$ cat config.mk
export PLATFORM = sky130hd
export DESIGN_NAME = wb_regfile_flat
export DESIGN_NICKNAME = d
export VERILOG_FILES = /design/src/rtl/wb_regfile_if.sv /design/src/rtl/wb_regfile.sv /design/src/flat_wrapper.sv
export SDC_FILE = /design/constraint.sdc
export NUM_CORES = 1
export LEC_CHECK = 0
export ABC_AREA = 1
export CAP_MARGIN = 20
export CORE_MARGIN = 2
export CORE_UTILIZATION = 34
export CTS_CLUSTER_DIAMETER = 120
export DETAILED_ROUTE_END_ITERATION = 8
export GPL_TIMING_DRIVEN = 0
export SETUP_SLACK_MARGIN = 0.05
export SLEW_MARGIN = 30
export SYNTH_ARGS = -nofsm -noshare
export SYNTH_HDL_FRONTEND = slang
export SYNTH_SLANG_ARGS = --single-unit
$ cat constraint.sdc
create_clock -name clk -period 1.9 [get_ports clk]
set_input_delay 0.38 -clock clk [delete_from_list [all_inputs] [get_ports clk]]
set_output_delay 0.38 -clock clk [all_outputs]
set_load 0.005 [all_outputs]
$ cat src/rtl/wb_regfile_if.sv
// Bus bundle between the MEM/WB pipeline register, decode read ports and the write-back stage.
// The master side drives the pipeline inputs; the slave side is the register file itself.
interface wb_regfile_if #(
  parameter int WIDTH     = 32,
  parameter int CNT_WIDTH = 32
);
  logic [WIDTH-1:0]     ReadDataW;
  logic [WIDTH-1:0]     ALUOutW;
  logic [3:0]           WA3W;
  logic                 MemToRegW;
  logic                 RegWriteW;
  logic                 PCSrcW;
  logic [3:0]           RA1D;
  logic [3:0]           RA2D;
  logic [WIDTH-1:0]     PCPlus8D;
  logic [WIDTH-1:0]     RD1D;
  logic [WIDTH-1:0]     RD2D;
  logic [WIDTH-1:0]     ResultW;
  logic                 PCRedirect;
  logic [WIDTH-1:0]     PCTarget;
  logic [CNT_WIDTH-1:0] RetireCount;

  modport master (
    output ReadDataW, ALUOutW, WA3W, MemToRegW, RegWriteW, PCSrcW,
    output RA1D, RA2D, PCPlus8D,
    input  RD1D, RD2D, ResultW, PCRedirect, PCTarget, RetireCount
  );

  modport slave (
    input  ReadDataW, ALUOutW, WA3W, MemToRegW, RegWriteW, PCSrcW,
    input  RA1D, RA2D, PCPlus8D,
    output RD1D, RD2D, ResultW, PCRedirect, PCTarget, RetireCount
  );
endinterface

$ cat src/rtl/wb_regfile.sv
// Write-back stage and R0-R14 register file with PC-redirect pulse and retire counter.
// Define WB_BYPASS_EN to make the read ports write-through for a register being written this cycle.
module wb_regfile #(
  parameter int WIDTH     = 32,
  parameter int CNT_WIDTH = 32
) (
  input logic         clk,
  input logic         reset,
  wb_regfile_if.slave bus
);
  localparam logic [3:0] PC_IDX = 4'd15;

  logic [WIDTH-1:0]     r_regs [0:14];
  logic                 r_redirect;
  logic [WIDTH-1:0]     r_target;
  logic [CNT_WIDTH-1:0] r_retire;

  logic [WIDTH-1:0]     w_result;
  logic                 w_wrEn;
  logic                 w_bypassEn;
  logic [WIDTH-1:0]     w_rd1;
  logic [WIDTH-1:0]     w_rd2;

  assign w_result = bus.MemToRegW ? bus.ReadDataW : bus.ALUOutW;
  // R15 is the PC: it is never stored here, only redirected through PCSrcW.
  assign w_wrEn   = bus.RegWriteW && (bus.WA3W != PC_IDX);

`ifdef WB_BYPASS_EN
  // Forwarding is suppressed while reset is held so the read ports show the cleared file.
  assign w_bypassEn = w_wrEn && reset;
`else
  assign w_bypassEn = 1'b0;
`endif

  always_ff @(posedge clk or negedge reset) begin
    if (!reset) begin
      for (int i = 0; i < 15; i++) begin
        r_regs[i] <= '0;
      end
    end else begin
      for (int i = 0; i < 15; i++) begin
        if (w_wrEn && (bus.WA3W == 4'(i))) begin
          r_regs[i] <= w_result;
        end
      end
    end
  end

  always_comb begin
    w_rd1 = bus.PCPlus8D;
    if (bus.RA1D != PC_IDX) begin
      w_rd1 = r_regs[bus.RA1D];
      if (w_bypassEn && (bus.RA1D == bus.WA3W)) begin
        w_rd1 = w_result;
      end
    end
  end

  always_comb begin
    w_rd2 = bus.PCPlus8D;
    if (bus.RA2D != PC_IDX) begin
      w_rd2 = r_regs[bus.RA2D];
      if (w_bypassEn && (bus.RA2D == bus.WA3W)) begin
        w_rd2 = w_result;
      end
    end
  end

  // An instruction that both writes a register and the PC retires once.
  always_ff @(posedge clk or negedge reset) begin
    if (!reset) begin
      r_redirect <= 1'b0;
      r_target   <= '0;
      r_retire   <= '0;
    end else begin
      r_redirect <= bus.PCSrcW;
      if (bus.PCSrcW) begin
        r_target <= w_result;
      end
      if (bus.RegWriteW || bus.PCSrcW) begin
        r_retire <= r_retire + CNT_WIDTH'(1);
      end
    end
  end

  assign bus.ResultW     = w_result;
  assign bus.RD1D        = w_rd1;
  assign bus.RD2D        = w_rd2;
  assign bus.PCRedirect  = r_redirect;
  assign bus.PCTarget    = r_target;
  assign bus.RetireCount = r_retire;
endmodule

$ cat src/flat_wrapper.sv
// flat-port wrapper written by rule: the top's interface ports become plain ports
module wb_regfile_flat 
#(
  parameter int WIDTH     = 32,
  parameter int CNT_WIDTH = 32
)
  (clk, reset, bus_ReadDataW, bus_ALUOutW, bus_WA3W, bus_MemToRegW, bus_RegWriteW, bus_PCSrcW, bus_RA1D, bus_RA2D, bus_PCPlus8D, bus_RD1D, bus_RD2D, bus_ResultW, bus_PCRedirect, bus_PCTarget, bus_RetireCount);
  wb_regfile_if #(.WIDTH(WIDTH), .CNT_WIDTH(CNT_WIDTH)) bus_i ();
  input logic clk;
  input logic reset;
  input wire logic [$bits(bus_i.ReadDataW)-1:0] bus_ReadDataW;
  input wire logic [$bits(bus_i.ALUOutW)-1:0] bus_ALUOutW;
  input wire logic [$bits(bus_i.WA3W)-1:0] bus_WA3W;
  input wire logic [$bits(bus_i.MemToRegW)-1:0] bus_MemToRegW;
  input wire logic [$bits(bus_i.RegWriteW)-1:0] bus_RegWriteW;
  input wire logic [$bits(bus_i.PCSrcW)-1:0] bus_PCSrcW;
  input wire logic [$bits(bus_i.RA1D)-1:0] bus_RA1D;
  input wire logic [$bits(bus_i.RA2D)-1:0] bus_RA2D;
  input wire logic [$bits(bus_i.PCPlus8D)-1:0] bus_PCPlus8D;
  output wire logic [$bits(bus_i.RD1D)-1:0] bus_RD1D;
  output wire logic [$bits(bus_i.RD2D)-1:0] bus_RD2D;
  output wire logic [$bits(bus_i.ResultW)-1:0] bus_ResultW;
  output wire logic [$bits(bus_i.PCRedirect)-1:0] bus_PCRedirect;
  output wire logic [$bits(bus_i.PCTarget)-1:0] bus_PCTarget;
  output wire logic [$bits(bus_i.RetireCount)-1:0] bus_RetireCount;
  assign bus_i.ReadDataW = bus_ReadDataW;
  assign bus_i.ALUOutW = bus_ALUOutW;
  assign bus_i.WA3W = bus_WA3W;
  assign bus_i.MemToRegW = bus_MemToRegW;
  assign bus_i.RegWriteW = bus_RegWriteW;
  assign bus_i.PCSrcW = bus_PCSrcW;
  assign bus_i.RA1D = bus_RA1D;
  assign bus_i.RA2D = bus_RA2D;
  assign bus_i.PCPlus8D = bus_PCPlus8D;
  assign bus_RD1D = bus_i.RD1D;
  assign bus_RD2D = bus_i.RD2D;
  assign bus_ResultW = bus_i.ResultW;
  assign bus_PCRedirect = bus_i.PCRedirect;
  assign bus_PCTarget = bus_i.PCTarget;
  assign bus_RetireCount = bus_i.RetireCount;
  wb_regfile #(.WIDTH(WIDTH), .CNT_WIDTH(CNT_WIDTH)) u_core (.clk(clk), .reset(reset), .bus(bus_i));
endmodule
==> qor.csv, run 1 <==
metric;value;unit
outcome;complete, but fails checks;
violations in the final reports;hold timing, setup timing;
DR DRC count;0;
Sequential Power Share;38.9;%
number of cells produced by synthesis;3996;
post-layout minimum cycle time;2450;ps
worst supply voltage drop on vdd;0.728;mV
Reg2Reg Setup Slack;240;ps
starting density of the core;34.3;%
worst hold-check slack;-257;ps
delay contributed by the slowest stage of the critical path;300;ps
Post-Route Skew;4.02;ps
TritonCTS Sinks;545;
Tightest Hold Check Type;in -> async;
RSZ-0062 raised after global routing;true;
filler instances;8716;
Final Max Slew Viols;0;
share of the cycle needed by the critical path after routing;129;%
register bit total from synthesis;545;
area growth from synthesis to final layout;35.5;%
deepest level of the CTS H-tree;3;
pin count of the biggest net entering global routing;85;
per-cell routed wire length;24.7;um
warnings from Yosys;0;
area of the mapped netlist;30300;um^2
TritonCTS clock tree;built;
count of routing violations after the opening detailed-route iteration;3536;
final setup violating endpoints;78;
Cell variety after synth;25;
final core utilization;46.5;%
vertical extent of the die;303;um
Most Frequent Cell on Critical Path;nand2_1;
HPWL after detailed placement;99.6;mm
Psw;13.8;mW
share of total power consumed by net switching;33.6;%
element type at the critical path start;input pin;
count of standard-cell rows;109;
TritonRoute pass-1 iters;6;
Horiz. Die Dim;303;um
final cell area excluding filler cells;41100;um^2
proportion of power drawn by combinational gates;27.3;%
via density per instance;5.50;
Routed WL;142;mm
die area;91500;um^2
maximum operating frequency;408;MHz
arrival time worst endpoint;2070;ps
Power Internal;27.3;mW
clock network latency to the later pin of the worst-skew pair;600;ps
critical path's slowest cell;nand3b_1;
fraction of final layout cells sized beyond drive strength 1;29.5;%
Tightest Pin Transition;640;ps
capturing element type of the critical path;output port;
post-layout total power;41.0;mW
post-route ant nets;0;
maximum fanout count along the critical path;10;
critical path start-end classification;in -> out;
share of synthesized area occupied by flip-flops and latches;45.0;%
vias in the first global route;30000;
WP data required;1520;ps
total global routing overflow;0;
cells traversed along the worst timing path;buf_12, inv_1, buf_8, buf_4, nand2_1, nand3_1, o21ai_1, nand2_1, nand2_2, nand3b_1, buf_2;
weighted congestion at the end of routability-driven global placement;0.995;
total of buffers placed on input and output ports;268;
tightest slew margin relative to the limit;57.3;%
clk slew on worst S/H paths;60;ps
syn nets;4110;
area of the core region;88400;um^2
Worst Setup Slack, final;-552;ps
first-pass GRT wire length;205;mm
Cell Pwr Density;999;nW/um^2
antenna violations before repair;6;
number of buffers created by CTS;68;
final hold vios;64;
layout net count;4639;
via count;31600;
global-route total usage across every layer;30.6;%
clock root buffer;clkbuf_16;
leakage power;19.1;nW
clock network fraction of total power;33.8;%
max-cap violations;0;
I/O pin total;274;
post-placement cell area;34700;um^2
Synth Area per Inst;7.58;um^2
number of buffers on the longest clock path;3;
## critical path, delay by kind of cell
family | cells | cell delay [ps]
buffers and inverters | 5 | 860
and+or+nand+nor | 5 | 750
AOI/OAI and AO/OA | 1 | 70
## area by class of cell
class | count | area, um^2 | share of cell area, %
flip-flops and latches | 545 | 13700 | 33.3
repair buffers | 472 | 4260 | 10.4
well taps | 1165 | 1460 | 3.55
clock buffers | 98 | 2010 | 4.88
multi-input cells | 2806 | 15400 | 37.4
inverters | 362 | 1400 | 3.40
clock inverters | 25 | 355 | 0.865
plain buffers | 270 | 2540 | 6.20
diodes | 3 | 7.51 | 0.0183
## synthesized netlist by cell type
cell type     n  share of area [%]
o211ai_1     91                2.3
buf_4        14               0.35
nand4_1     134                2.8
nand3b_1     37               0.92
nor2_1      124                1.5
dfrtp_1     545                 45
ha_1          1              0.041
xnor2_1       8               0.23
inv_1       358                4.4
inv_2         3              0.037
buf_1        44               0.55
buf_2        97                1.6
clkinv_1      1              0.012
nor3_2        3              0.099
nand3_1     277                4.6
xor2_1       11               0.32
o21ai_1      23               0.38
o21ai_0     328                5.4
nor2_2        4              0.083
mux2_2      228                8.5
nor3_1        4              0.066
clkbuf_1    128                1.6
o22ai_1       1              0.021
a21oi_1      65                1.1
nand2_1    1467                 18
## flip-flops by register name (all words and copies together), names as in the netlist
name	flops
u_core.bus.PCTarget	32
u_core.bus.PCRedirect	1
u_core.r_regs	480
u_core.bus.RetireCount	32
## cells by family after synthesis
group	share of synthesized area, %
buf+inv	8.56
xor+xnor	0.549
fa+ha+maj	0.0413
simple gates	28.2
mux	8.47
flops	45.0
compound gates	9.15
## power by group through the flow
| stage | combinational [mW] | clock [mW] | sequential, mW |
|---|---|---|---|
| 4_1_cts | 10.5 | 14.0 | 15.8 |
| 2_1_floorplan | 5.58 | 0 | 15.5 |
| 3_3_place_gp | 9.05 | 0 | 16.0 |
| 3_5_place_dp | 9.32 | 0 | 16.0 |
| 6_report | 11.2 | 13.9 | 16.0 |
| 5_1_grt | 12.1 | 14.4 | 16.2 |
## routing by layer
layer | share of wire [%] | GRT usage (%) | up-vias
met5 | 0.016 | 0 | -
met4 | 5.3 | 13.5 | 4
met3 | 12 | 9.52 | 456
met2 | 42 | 45.6 | 2012
met1 | 40 | 40.7 | 15100
li1 | - | - | 14000
## stage by stage
| step | instances | hold WS [ps] | worst slack [ps] | TNS (ps) |
|---|---|---|---|---|
| 4_1_cts | 5714 | -237 | -469 | -19190 |
| 5_1_grt | 5744 | -213 | -620 | -22970 |
| 6_report | 5746 | -257 | -552 | -19440 |
| 2_1_floorplan | 3996 | 84.4 | 133 | 0 |
| 3_5_place_dp | 5436 | 407 | -2180 | -600170 |
| 3_3_place_gp | 5429 | 465 | -25150 | - |
## cell usage in the layout (no fill, tap or decap), types with 11 or more instances in the layout
cell type / synthesis / final
clkbuf_1: 128 / 24
buf_4: 14 / 212
o21ai_2: 0 / 20
nand2_1: 1467 / 1360
clkbuf_8: 0 / 45
buf_6: 0 / 60
dlygate4sd2_1: 0 / 66
o21ai_0: 328 / 273
mux2_4: 0 / 32
clkdlybuf4s50_1: 0 / 100
clkbuf_4: 0 / 42
o211ai_1: 91 / 91
inv_1: 358 / 182
dfrtp_1: 545 / 533
buf_12: 0 / 38
mux2_2: 228 / 196
o21ai_1: 23 / 58
nand2_2: 0 / 104
nor2_1: 124 / 94
inv_2: 3 / 168
xor2_1: 11 / 11
nor2_2: 4 / 12
nor2_4: 0 / 22
clkbuf_2: 0 / 56
a21oi_1: 65 / 61
nand3_2: 0 / 78
buf_8: 0 / 13
buf_2: 97 / 89
nand3b_1: 37 / 37
nand4_1: 134 / 134
clkbuf_16: 0 / 75
nand3_4: 0 / 17
nand3_1: 277 / 182
dfrtp_2: 0 / 12
## path summary, 6_finish.rpt
kind                       cells after the start                          to                 startpoint
setup / recovery                              11                bus_RD1D[14]                bus_RA1D[0]
hold / removal                                 1          u_core.r_regs[377]                      reset
setup reg to reg                              10  u_core.bus.RetireCount[14]  u_core.bus.RetireCount[2]
hold reg to reg                                2     u_core.bus.PCTarget[18]    u_core.bus.PCTarget[18]
max in group asynchronous                      4      u_core.bus.PCTarget[9]                      reset
min in group clk                               1       u_core.bus.PCRedirect                 bus_PCSrcW
## what timing repair did
| action | 4_1_cts | 5_1_grt |
|---|---|---|
| hold endpoints to repair | 64 | 64 |
| pin swaps | 161 | 168 |
| setup buffers | 153 | 42 |
| setup endpoints to repair | 635 | 393 |
| resized for setup | 1348 | 299 |
| cloned | 2 | 1 |
Note: power is estimated with default switching activity, not from simulation.
==> inputs of run 2 (changes only) <==
--- a/config.mk
+++ b/config.mk
@@ -12,6 +12,7 @@
 export CTS_CLUSTER_DIAMETER = 120
 export DETAILED_ROUTE_END_ITERATION = 8
 export GPL_TIMING_DRIVEN = 0
+export REMOVE_ABC_BUFFERS = 1
 export SETUP_SLACK_MARGIN = 0.05
 export SLEW_MARGIN = 30
 export SYNTH_ARGS = -nofsm -noshare
==> run 2 against run 1 <==
The flow still finishes with violations (hold timing, setup timing). Non-clock buffer count fell by 100. Global-route usage is 1.3 points lower. Clock skew rose by 12 ps. Core utilization is 1.9 points higher. Total power down 2.3%. Combinational power is 4% lower. Final cell count decreased by 1.6%. Design area increased by 4.0%. Hold slack gained 58 ps. Sequential power about the same. Via count down 1.2%. Critical endpoint is now bus_RD1D[25]. Largest cell class unchanged.
==> qor.csv, run 2 (synthesized netlist as in run 1, its figures left out) <==
metric;value;unit;change
outcome;complete, but fails checks;;
violations in the final reports;hold timing, setup timing;;
arrival time worst endpoint;2020;ps;-50 ps
most common library cell in the layout ignoring fill and taps;nand2_1;;
pin count of the biggest net entering global routing;82;;-3.5%
RSZ-0062 raised after global routing;true;;
Final Non-Filler Cells;5656;;-1.6%
total of buffers placed on input and output ports;273;;+1.9%
Tightest Hold Check Type;in -> async;;
final setup violating endpoints;64;;-18%
vias in the first global route;30000;;+0.097%
Worst Setup Slack, final;-497;ps;+54.8 ps
worst supply voltage drop on vdd;0.770;mV;+5.9%
final cell area excluding filler cells;42700;um^2;+4.0%
WP data required;1520;ps;about the same
area of the core region;88400;um^2;unchanged
layout net count;4551;;-1.9%
via count;31200;;-1.2%
HPWL after detailed placement;69.0;mm;-31%
CTS hold repair buffers;3;;
Final Max Slew Viols;0;;unchanged
leakage power;19.8;nW;+3.6%
number of buffers on the longest clock path;3;;unchanged
vertical extent of the die;303;um;unchanged
share of the cycle needed by the critical path after routing;126;%;-2.9 points
Tightest Pin Transition;833;ps;+193 ps
Routed WL;137;mm;-3.2%
TritonCTS clock tree;built;;
per-cell routed wire length;24.3;um;-1.6%
maximum operating frequency;417;MHz;+2.3%
worst slack after detailed placement;-2360;ps;-179 ps
most frequent cells in the layout;nand2_1 (1384), dfrtp_1 (533), o21ai_0 (308);;
filler instances;8182;;-6.1%
worst hold-check slack;-199;ps;+58.5 ps
antenna violations before repair;1;;-5
CP Buf/Inv Count;10;;+5
I/O pin total;274;;unchanged
cells traversed along the worst timing path;buf_16, inv_16, buf_16, nor2_4, buf_6, buf_16, buf_16, buf_12, buf_16, a21oi_2, nand2_1, nand2_1, nand2_1, inv_2, nand3_2, buf_6;;
count of standard-cell rows;109;;unchanged
count of routing violations after the opening detailed-route iteration;3817;;+7.9%
cell family contributing the most delay on the critical path;buffers and inverters;;
area growth from synthesis to final layout;40.9;%;
element type at the critical path start;input pin;;
critical path start-end classification;in -> out;;
post-route ant nets;0;;unchanged
total global routing overflow;0;;unchanged
die area;91500;um^2;unchanged
weighted congestion at the end of routability-driven global placement;0.795;;-20%
number of buffers created by CTS;69;;+1.5%
tightest slew margin relative to the limit;44.4;%;-13 points
Most Frequent Cell on Critical Path;buf_16;;
Post-Route Skew;16.0;ps;+12.0 ps
post-placement cell area;35500;um^2;+2.5%
Cell Pwr Density;938;nW/um^2;-6.1%
maximum fanout count along the critical path;5;;-5
setup tns final;-23370;ps;-3930 ps
delay contributed by the slowest stage of the critical path;150;ps;-150 ps
Horiz. Die Dim;303;um;unchanged
number of flip-flops under the largest register name;480;;unchanged
clock root buffer;clkbuf_16;;
TritonRoute pass-1 iters;7;;+1
first-pass GRT wire length;198;mm;-3.4%
clock network latency to the later pin of the worst-skew pair;620;ps;+20 ps
critical path's slowest cell;buf_16;;
deepest level of the CTS H-tree;3;;unchanged
starting density of the core;34.3;%;unchanged
clk slew on worst S/H paths;60;ps;about the same
DR DRC count;0;;unchanged
post-layout minimum cycle time;2400;ps;-54.8 ps
via density per instance;5.52;;+0.34%
fraction of final layout cells sized beyond drive strength 1;24.6;%;-4.9 points
largest register by flop count;u_core.r_regs;;
global-route total usage across every layer;29.3;%;-1.3 points
max-cap violations;0;;unchanged
dpl cells;5237;;-3.7%
TritonCTS Sinks;545;;unchanged
capturing element type of the critical path;output port;;
final hold vios;136;;+110%
final core utilization;48.3;%;+1.9 points
## run 2: cell types whose count changed in the layout (fill, tap and decap cells not counted), moves of 35 or more
| cell | previous run | this run |
|---|---|---|
| nand3_2 | 78 | 31 |
| inv_2 | 168 | 58 |
| inv_1 | 182 | 288 |
| o21ai_0 | 273 | 308 |
| clkbuf_8 | 45 | 9 |
| a21oi_1 | 61 | 12 |
| clkbuf_4 | 42 | 0 |
| buf_16 | 9 | 98 |
| buf_4 | 212 | 149 |
| nand3_1 | 182 | 242 |
| clkbuf_2 | 56 | 9 |
| nand2_2 | 104 | 68 |
| a21oi_2 | 4 | 46 |
## run 2: final cells by class
| cell class | instances | area (um^2) | share of cell area, % |
|---|---|---|---|
| Antenna cell | 1 | 2.50 | 0.00586 |
| Clock buffer | 100 | 2000 | 4.68 |
| Clock inverter | 24 | 277 | 0.648 |
| Inverter | 362 | 1530 | 3.59 |
| Multi-Input combinational cell | 2807 | 15200 | 35.6 |
| Sequential cell | 545 | 13700 | 32.0 |
| Tap cell | 1165 | 1460 | 3.41 |
| Timing Repair Buffer | 642 | 8470 | 19.8 |
| Timing Repair inverter | 10 | 95.1 | 0.223 |
## run 2: timing repair
| action | in CTS | in global routing |
|---|---|---|
| gates resized for setup | 745 | 220 |
| endpoints found under the hold margin | 35 | 136 |
| setup buffers | 206 | 32 |
| setup endpoints to repair | 511 | 251 |
| pin swaps | 82 | 101 |
| cloned | 61 | 4 |
## run 2: final timing paths
check                                          startpoint                    endpoint  slack (ps)  depth (start not counted)
worst min register to register    u_core.bus.PCTarget[15]     u_core.bus.PCTarget[15]         470                          2
max in group asynchronous                           reset           u_core.r_regs[39]         370                          7
min in group clk                               bus_PCSrcW     u_core.bus.PCTarget[15]         160                          3
worst min-delay path                                reset  u_core.bus.RetireCount[29]        -200                          2
worst max register to register  u_core.bus.RetireCount[1]  u_core.bus.RetireCount[22]         260                          8
worst max-delay path                          bus_RA1D[1]                bus_RD1D[25]        -500                         16
## run 2: worst register-to-register path, delay by kind of cell, from the launching register on
family / cells / cell delay (ps)
AOI/OAI and AO/OA: 1 / 170
and+or+nand+nor: 6 / 800
adders and majority gates: 1 / 200
DFF: 1 / 380
## run 2: routing by layer
| layer | track usage (%) | part of all wire [%] | vias up |
|---|---|---|---|
| met5 | 0 | 0.0095 | - |
| met4 | 18.2 | 6.6 | 2 |
| met3 | 6.79 | 11 | 499 |
| met2 | 44.7 | 44 | 1971 |
| met1 | 37.6 | 38 | 14900 |
| li1 | - | - | 13900 |
## run 2: where the power goes
| part | internal [mW] | switching [mW] | leakage (nW) | total (mW) |
|---|---|---|---|---|
| Sequential | 14.3 | 1.53 | 6.58 | 15.8 |
| Combinational | 4.66 | 6.06 | 12.1 | 10.7 |
| Clock | 8.01 | 5.49 | 1.12 | 13.5 |
## run 2: metrics by stage
stage	hold WS (ps)	power, mW
after detailed placement	297	24.7
after global routing	-146	42.0
after floorplan	84.4	20.9
final	-199	40.1
after global placement	463	24.4
after CTS	-181	39.5
